### src/rtl/fetch_prefetch_unit.sv
`default_nettype none
// ============================================================================
// Module      : fetch_prefetch_unit
// Description : Decoupled instruction-fetch engine. Issues in-order requests
//               to instruction memory, tracks the PC of every request in
//               flight, buffers returned words in a DEPTH-entry prefetch queue
//               and presents {pc, pc+4, instruction} to the IF/ID register.
//               An EX redirect flushes all wrong-path state. Responses still
//               in flight at that point are counted and discarded on return.
// Ports       : clk, rst                  - clock, synchronous active-high reset
//               imem_req_valid_o/ready_i  - fetch request handshake
//               imem_req_addr_o           - word-aligned fetch address
//               imem_rsp_valid_i/data_i   - in-order memory responses
//               redirect_valid_i/pc_i     - EX redirect target
//               out_valid_o/ready_i       - handshake towards IF/ID
//               out_pc_o/out_pc_plus_4_o  - PC of the head instruction, and PC+4
//               out_instruction_o         - head instruction word
// Revision    : 1.0 - initial release
// ============================================================================
module fetch_prefetch_unit #(
    parameter int unsigned     XLEN     = 32,
    parameter int unsigned     DEPTH    = 4,
    parameter logic [XLEN-1:0] RESET_PC = '0
) (
    input  logic            clk,
    input  logic            rst,
    output logic            imem_req_valid_o,
    input  logic            imem_req_ready_i,
    output logic [XLEN-1:0] imem_req_addr_o,
    input  logic            imem_rsp_valid_i,
    input  logic [31:0]     imem_rsp_data_i,
    input  logic            redirect_valid_i,
    input  logic [XLEN-1:0] redirect_pc_i,
    output logic            out_valid_o,
    input  logic            out_ready_i,
    output logic [XLEN-1:0] out_pc_o,
    output logic [XLEN-1:0] out_pc_plus_4_o,
    output logic [31:0]     out_instruction_o
);

    localparam int unsigned c_AW = $clog2(DEPTH);  // pointer width
    localparam int unsigned c_CW = c_AW + 1;       // counter width, holds 0..DEPTH
    localparam int unsigned c_SW = c_CW + 1;       // width of inflight + count

    // ------------------------------------------------------------------------
    // State
    // ------------------------------------------------------------------------
    logic [XLEN-1:0] fetch_pc_q, fetch_pc_d;
    logic [c_CW-1:0] inflight_q, inflight_d;
    logic [c_CW-1:0] drop_q,     drop_d;
    logic [c_CW-1:0] q_cnt_q,    q_cnt_d;

    logic [XLEN-1:0] trk_pc_q [DEPTH];
    logic [c_AW-1:0] trk_wr_q, trk_wr_d;
    logic [c_AW-1:0] trk_rd_q, trk_rd_d;

    logic [XLEN-1:0] q_pc_q  [DEPTH];
    logic [31:0]     q_ins_q [DEPTH];
    logic [c_AW-1:0] q_wr_q, q_wr_d;
    logic [c_AW-1:0] q_rd_q, q_rd_d;

    // ------------------------------------------------------------------------
    // Handshake decode
    // ------------------------------------------------------------------------
    logic [c_SW-1:0] w_occupancy;
    logic            w_credit;
    logic            w_req_fire;
    logic            w_rsp_fire;
    logic            w_rsp_push;
    logic            w_out_fire;
    logic            w_unused;

    // The low address bits of the redirect target are forced to zero.
    assign w_unused = ^redirect_pc_i[1:0];

    // Every request reserves a queue slot until its instruction is consumed,
    // so the queue can never be asked to accept more than it holds.
    assign w_occupancy = {1'b0, inflight_q} + {1'b0, q_cnt_q};
    assign w_credit    = (w_occupancy < c_SW'(DEPTH));

    assign imem_req_valid_o = !rst && !redirect_valid_i && w_credit;
    assign imem_req_addr_o  = fetch_pc_q;
    assign w_req_fire       = imem_req_valid_o && imem_req_ready_i;

    // A response with nothing outstanding is a stray from before reset.
    assign w_rsp_fire = imem_rsp_valid_i && (inflight_q != '0);
    // Only right-path responses arriving outside a redirect cycle are kept.
    assign w_rsp_push = w_rsp_fire && (drop_q == '0) && !redirect_valid_i;

    assign out_valid_o       = !rst && !redirect_valid_i && (q_cnt_q != '0);
    assign w_out_fire        = out_valid_o && out_ready_i;
    assign out_pc_o          = q_pc_q[q_rd_q];
    assign out_pc_plus_4_o   = q_pc_q[q_rd_q] + XLEN'(4);
    assign out_instruction_o = q_ins_q[q_rd_q];

    // ------------------------------------------------------------------------
    // Next-state logic
    // ------------------------------------------------------------------------
    always_comb begin
        fetch_pc_d = fetch_pc_q;
        inflight_d = inflight_q;
        drop_d     = drop_q;
        q_cnt_d    = q_cnt_q;
        trk_wr_d   = trk_wr_q;
        trk_rd_d   = trk_rd_q;
        q_wr_d     = q_wr_q;
        q_rd_d     = q_rd_q;

        if (redirect_valid_i) begin
            // Everything still outstanding is wrong-path. A response landing
            // in this cycle is discarded, so it leaves the drop count as well.
            fetch_pc_d = {redirect_pc_i[XLEN-1:2], 2'b00};
            inflight_d = inflight_q - c_CW'(w_rsp_fire);
            drop_d     = inflight_q - c_CW'(w_rsp_fire);
            q_cnt_d    = '0;
            trk_wr_d   = '0;
            trk_rd_d   = '0;
            q_wr_d     = '0;
            q_rd_d     = '0;
        end else begin
            if (w_req_fire) begin
                fetch_pc_d = fetch_pc_q + XLEN'(4);
                trk_wr_d   = trk_wr_q + c_AW'(1);
            end
            if (w_rsp_push) begin
                trk_rd_d = trk_rd_q + c_AW'(1);
                q_wr_d   = q_wr_q + c_AW'(1);
            end
            if (w_rsp_fire && (drop_q != '0)) begin
                drop_d = drop_q - c_CW'(1);
            end
            if (w_out_fire) begin
                q_rd_d = q_rd_q + c_AW'(1);
            end
            inflight_d = inflight_q + c_CW'(w_req_fire) - c_CW'(w_rsp_fire);
            q_cnt_d    = q_cnt_q + c_CW'(w_rsp_push) - c_CW'(w_out_fire);
        end
    end

    // ------------------------------------------------------------------------
    // Control registers
    // ------------------------------------------------------------------------
    always_ff @(posedge clk) begin
        if (rst) begin
            fetch_pc_q <= RESET_PC;
            inflight_q <= '0;
            drop_q     <= '0;
            q_cnt_q    <= '0;
            trk_wr_q   <= '0;
            trk_rd_q   <= '0;
            q_wr_q     <= '0;
            q_rd_q     <= '0;
        end else begin
            fetch_pc_q <= fetch_pc_d;
            inflight_q <= inflight_d;
            drop_q     <= drop_d;
            q_cnt_q    <= q_cnt_d;
            trk_wr_q   <= trk_wr_d;
            trk_rd_q   <= trk_rd_d;
            q_wr_q     <= q_wr_d;
            q_rd_q     <= q_rd_d;
        end
    end

    // ------------------------------------------------------------------------
    // Storage arrays: contents are only meaningful behind valid pointers, so
    // they carry no reset.
    // ------------------------------------------------------------------------
    always_ff @(posedge clk) begin
        if (!rst && w_req_fire) begin
            trk_pc_q[trk_wr_q] <= fetch_pc_q;
        end
        if (!rst && w_rsp_push) begin
            q_pc_q[q_wr_q]  <= trk_pc_q[trk_rd_q];
            q_ins_q[q_wr_q] <= imem_rsp_data_i;
        end
    end

endmodule
`default_nettype wire

### config.mk
export PLATFORM = sky130hd
export DESIGN_NAME = fetch_prefetch_unit
export DESIGN_NICKNAME = d
export VERILOG_FILES = /design/src/rtl/fetch_prefetch_unit.sv
export SDC_FILE = /design/constraint.sdc
export NUM_CORES = 1
export LEC_CHECK = 0
export BUFFER_PORTS_ARGS = -buffer_cell sky130_fd_sc_hd__clkbuf_2
export CAP_MARGIN = 20
export CELL_PAD_IN_SITES_DETAIL_PLACEMENT = 0
export CELL_PAD_IN_SITES_GLOBAL_PLACEMENT = 1
export CORE_ASPECT_RATIO = 0.9
export CORE_MARGIN = 3
export CORE_UTILIZATION = 47
export CTS_BUF_LIST = sky130_fd_sc_hd__clkbuf_4
export CTS_CLUSTER_DIAMETER = 30
export DETAILED_ROUTE_END_ITERATION = 10
export PLACE_DENSITY_LB_ADDON = 0.15
export SETUP_SLACK_MARGIN = 0.1
export SLEW_MARGIN = 20
export SYNTH_ARGS = -nofsm -noshare
export SYNTH_HDL_FRONTEND = slang
export SYNTH_SLANG_ARGS = --single-unit
### constraint.sdc
create_clock -name clk -period 3.1 [get_ports clk]
set_input_delay 0.775 -clock clk [delete_from_list [all_inputs] [get_ports clk]]
set_output_delay 0.775 -clock clk [all_outputs]
set_load 0.02 [all_outputs]
Word level (Yosys, flattened, before mapping)
Memories as Yosys holds them, arrays and structs flattened. A register that Yosys moved wholly into a read port is not among the register bits.
Index checks and enable logic that the tools add are counted.
Cells by class
  shift-type cells: 0
  divide/modulo/power cells: 0
  reductions and logical operators: 20
  add/sub/neg operators: 13
  eq/ne operators: 0
  mux-type cells: 15
  multiply operators: 0
  order comparisons: 1
  bitwise gates (word level): 0
Operators with widths (count)
  $add 32x3->32 const B: 2
  $mux 32: 2
  $mux 2: 6
  $logic_and 1x1->1: 11
  $mux 3: 3
  $reduce_bool 3->1: 3
  $sub 3x1->3: 3
  $add 2x1->2 const B: 4
  $add 3x1->3: 2
  $add 3x3->4: 1
  $lt 4x3->1 const B: 1
  $mux 1: 4
  $reduce_bool 2->1: 2
  $logic_not 3->1: 1
  $sub 3x1->3 const B: 1
  $logic_not 1->1: 2
  $reduce_or 2->1: 1
Word-level totals
  input bits: 70
  register bits after elaboration: 49
  output and inout port bits: 130
  memories kept: 3
  bits in latches: 0
  bits in read-only memories: 0
  word-level logic and storage cells: 61
  RAM bits: 384
Memory list
  q_ins_q: words 4, width 32, read ports 1, clocked after memory_dff 1, wr ports 1, line 58  | logic [31:0] q_ins_q [DEPTH];
  q_pc_q: words 4, width 32, read ports 1, clocked after memory_dff 1, wr ports 1, line 57  | logic [XLEN-1:0] q_pc_q [DEPTH];
  trk_pc_q: words 4, width 32, read ports 1, clocked after memory_dff 1, wr ports 1, line 53  | logic [XLEN-1:0] trk_pc_q [DEPTH];

Longest topological paths before layout
  depth after elaboration: 7
  gate-level depth with buffers: 14

Worst setup path before layout
No wires, ideal clock.
  path kind: input-to-reg
  start: in imem_rsp_valid_i
  end: mem q_ins_q[0][0], enable pin
  cell stages on the path: 4
  arrival: 2912 ps
  path slack: -239 ps
  library setup time: 427 ps
  path through: o31a_1 and3b_1 clkbuf_1 and3_1
Between the ends
  longest elaborated chain between the ends: 6
Ends and longest elaborated chain
  from (decl): line 30  | input logic imem_rsp_valid_i,
  $logic_and 1x1->1: line 86  | assign w_rsp_fire = imem_rsp_valid_i && (inflight_q != '0);
  $logic_and 1x1->1 (2 in a row): line 88  | assign w_rsp_push = w_rsp_fire && (drop_q == '0) && !redirect_valid_i;
  $logic_and 1x1->1: line 173  | if (!rst && w_rsp_push) begin
  $mux 1: line 173
  $mux 1 (not written as such): line 175  | q_ins_q[q_wr_q] <= imem_rsp_data_i;
  to (decl): line 58
Every way passes these cells.

==> results.sh <==
export IMPL_status="finished with violations"
export IMPL_violations="negative setup slack"
export IMPL_slew_viol_final=0
export IMPL_cts_buffer_depth=3
export IMPL_track_usage=0.1916
export IMPL_p_leak_nw=7.745
export IMPL_timing_slew_headroom=0.4643
export IMPL_io_pins=200
export IMPL_fin_ws_ns=-0.6790
export IMPL_synth_common_cells="edfxtp_1 (368), mux4_2 (82), dfxtp_1 (51)"
export IMPL_grt_max_degree=37
export IMPL_wl_um=36300
export IMPL_drc=0
export IMPL_fillerInstances=2714
export IMPL_grt_pass1_wl_um=57240
export IMPL_via_count=9912
export IMPL_dieArea_mm2=0.03846
export IMPL_finClkSkew_ns=0.02506
export IMPL_ant_nets=0
export IMPL_synth_area_mm2=0.01699
export IMPL_postSynthCellCount=950
export IMPL_wl_per_cell_um=19.37
export IMPL_clkLatencyLatePin_ns=0.72
export IMPL_ys_flop_type="edfxtp_1"
export IMPL_cts_root_buf="clkbuf_4"
export IMPL_max_freq_ghz=0.2646
export IMPL_synth_seq_area_share=0.7106
export IMPL_crit_type="reg2out"
export IMPL_die_w_um=206.4
export IMPL_async_flop_share=0
export IMPL_htreeDepth=3
export IMPL_rsz0062_at_grt="yes"
export IMPL_clk_pin_slew_ns=0.06
export IMPL_post_route_util=0.6087
export IMPL_setup_viol=43
export IMPL_critPathMaxFanout=6
export IMPL_place_congestion=0.7863
export IMPL_core_area_mm2=0.03538
export IMPL_min_path_type="in2reg"
export IMPL_overflow=0
export IMPL_synthTopCellsByArea="edfxtp_1 (65%), mux4_2 (11%), dfxtp_1 (6.0%)"
export IMPL_initial_utilization=0.4802
export IMPL_synth_edf_count=368
export IMPL_cp_start_kind="flip-flop"
export IMPL_cts_sinks=419
export IMPL_netlist_area_leader_share=0.6505
export IMPL_final_hold_viol_count=0
export IMPL_portBuffers=191
export IMPL_synth_warning_count=0
export IMPL_core_rowCount=65
export IMPL_antenna_found_initial=1
export IMPL_critPathArrivalTime_ns=3.00
export IMPL_ys_ff_latch=419
export IMPL_nets=1415
export IMPL_synth_most_common_cell="edfxtp_1"
export IMPL_final_area_mm2=0.02153
export IMPL_placed_area_mm2=0.01927
export IMPL_max_cap_violations=0
export IMPL_cts_buffers_inserted=104
export IMPL_post_route_period_util=1.219
export IMPL_place_detailed_hpwl_um=23940
export IMPL_ys_types=58
export IMPL_synth_top_area_cell="edfxtp_1"
export IMPL_cts_tree="yes"
export IMPL_pwr_density_cell_mw_per_mm2=559.5
export IMPL_drtPass1Iterations=5
export IMPL_crit_required_ns=2.32
export IMPL_die_h_um=186.4
export IMPL_syn_mean_instance_area_um2=17.88
export IMPL_first_iter_violations=544
export IMPL_ir_worst_vdd_mv=0.3292
export IMPL_end_kind="output pin"
export IMPL_worstMarginPinSlew_ns=0.8035
export IMPL_area_growth_pct=26.77
export IMPL_routed_via_density=5.289
export IMPL_postCtsHoldBufs=0
export IMPL_fin_crit_ns=3.779
export IMPL_grt_pass1_vias=10190
export IMPL_drive_gt1_frac=0.4473
export IMPL_fin_hold_ws_ns=0.2794
kinds of logic (layout without fill, tap and decap cells):
logic type,Yosys count,after routing,synth area share
flip-flops,419,419,0.7106
AND/OR/NAND/NOR,209,210,0.06887
multiplexers,98,98,0.1277
AO/OA/AOI/OAI,78,78,0.02917
buffers and inverters,77,525,0.02261
XOR/XNOR,46,46,0.02372
adder cells (fa/ha/maj),22,22,0.01709
other,1,7,0.0002208
power breakdown:
part / switching (mW) / internal [mW]
Clock: 2.06 / 2.36
Sequential: 0.123 / 6.31
Combinational: 0.656 / 0.545
Total: 2.84 / 9.21
timing repair:
item / CTS / global route
pin swaps: 19 / 17
gates cloned: 1 / 0
buffers inserted: 23 / 17
resized for setup: 95 / 151
endpoints found under the setup margin: 91 / 93
path summary, 6_finish.rpt:
| path | startpoint | endpoint | slack, ns | cells past startpoint |
|---|---|---|---|---|
| setup / recovery | flip-flop | out_pc_plus_4_o[30] | -0.68 | 9 |
| setup reg to reg | q_cnt_q[1] | inflight_q[2] | 0.38 | 12 |
| hold reg to reg | trk_wr_q[1] | trk_wr_q[1] | 0.51 | 2 |
| hold / removal | imem_rsp_data_i[20] | q_ins_q[2][20] | 0.28 | 1 |
flip-flops by register name, indices dropped and copies added, names as in the netlist, named ones only:
name	flops
q_ins_q	128
q_wr_q	2
trk_pc_q	120
trk_wr_q	2
trk_rd_q	2
inflight_q	3
q_rd_q	2
imem_req_addr_o	30
drop_q	3
q_pc_q	120
q_cnt_q	3
metrics by stage:
stage	TNS (ns)	power (mW)	cells	worst slack, ns
after floorplan	0	7.207	955	0.02348
after global placement	-1.448	7.635	1652	-0.2178
after detailed placement	-2.181	7.653	1652	-0.2525
after CTS	-20.25	12.18	1863	-0.7391
after global routing	-23.32	12.68	1874	-0.8468
final	-14.51	12.05	1874	-0.6790
layout by cell type, fill, tap and decap left out, drive strengths merged, types with 3 or more instances in the layout:
cell type / instances
a211oi: 6
and4: 5
mux4: 92
nor3b: 4
clkinv: 28
o21ai: 13
a311oi: 5
o211ai: 6
nand2b: 4
a32oi: 3
xnor2: 24
nor3: 18
inv: 30
buf: 174
a21oi: 23
edfxtp: 368
clkbuf: 292
and3: 15
ha: 20
mux2i: 6
and2: 18
nand4: 11
nand3: 21
dfxtp: 51
nor2: 39
nand2: 46
xor2: 22
a31oi: 13
conb: 6
nor4: 12
or3: 6
nand3b: 3
cell type report:
class                   count  area [µm²]  area share
diodes                      1       2.502   0.0001162
clock buffers             154        1156     0.05369
clock inverters            33       162.7    0.007553
inverters                  26       97.59    0.004532
multi-input cells         460        4810      0.2233
flip-flops and latches    419       12080      0.5609
well taps                 469       586.8     0.02725
repair buffers            312        2640      0.1226
layer usage:
layer | vias up | global-route usage | part of all wire
met5 | - | 0 | 0
met4 | 0 | 0.05873 | 0.018
li1 | 4566 | - | -
met2 | 352 | 0.2881 | 0.47
met3 | 53 | 0.04169 | 0.067
met1 | 4941 | 0.2837 | 0.45
worst max-delay path, cell delays in order (launching register included):
cell and delay [ns]:
dfxtp_4 0.39, buf_12 0.14, buf_8 0.12, mux4_2 0.37
and4_4 0.29, nand4_1 0.19, buf_4 0.21, nor4_4 0.19
xor2_2 0.20, clkbuf_8 0.17
No activity file was read; power rests on OpenSTA's default activity.
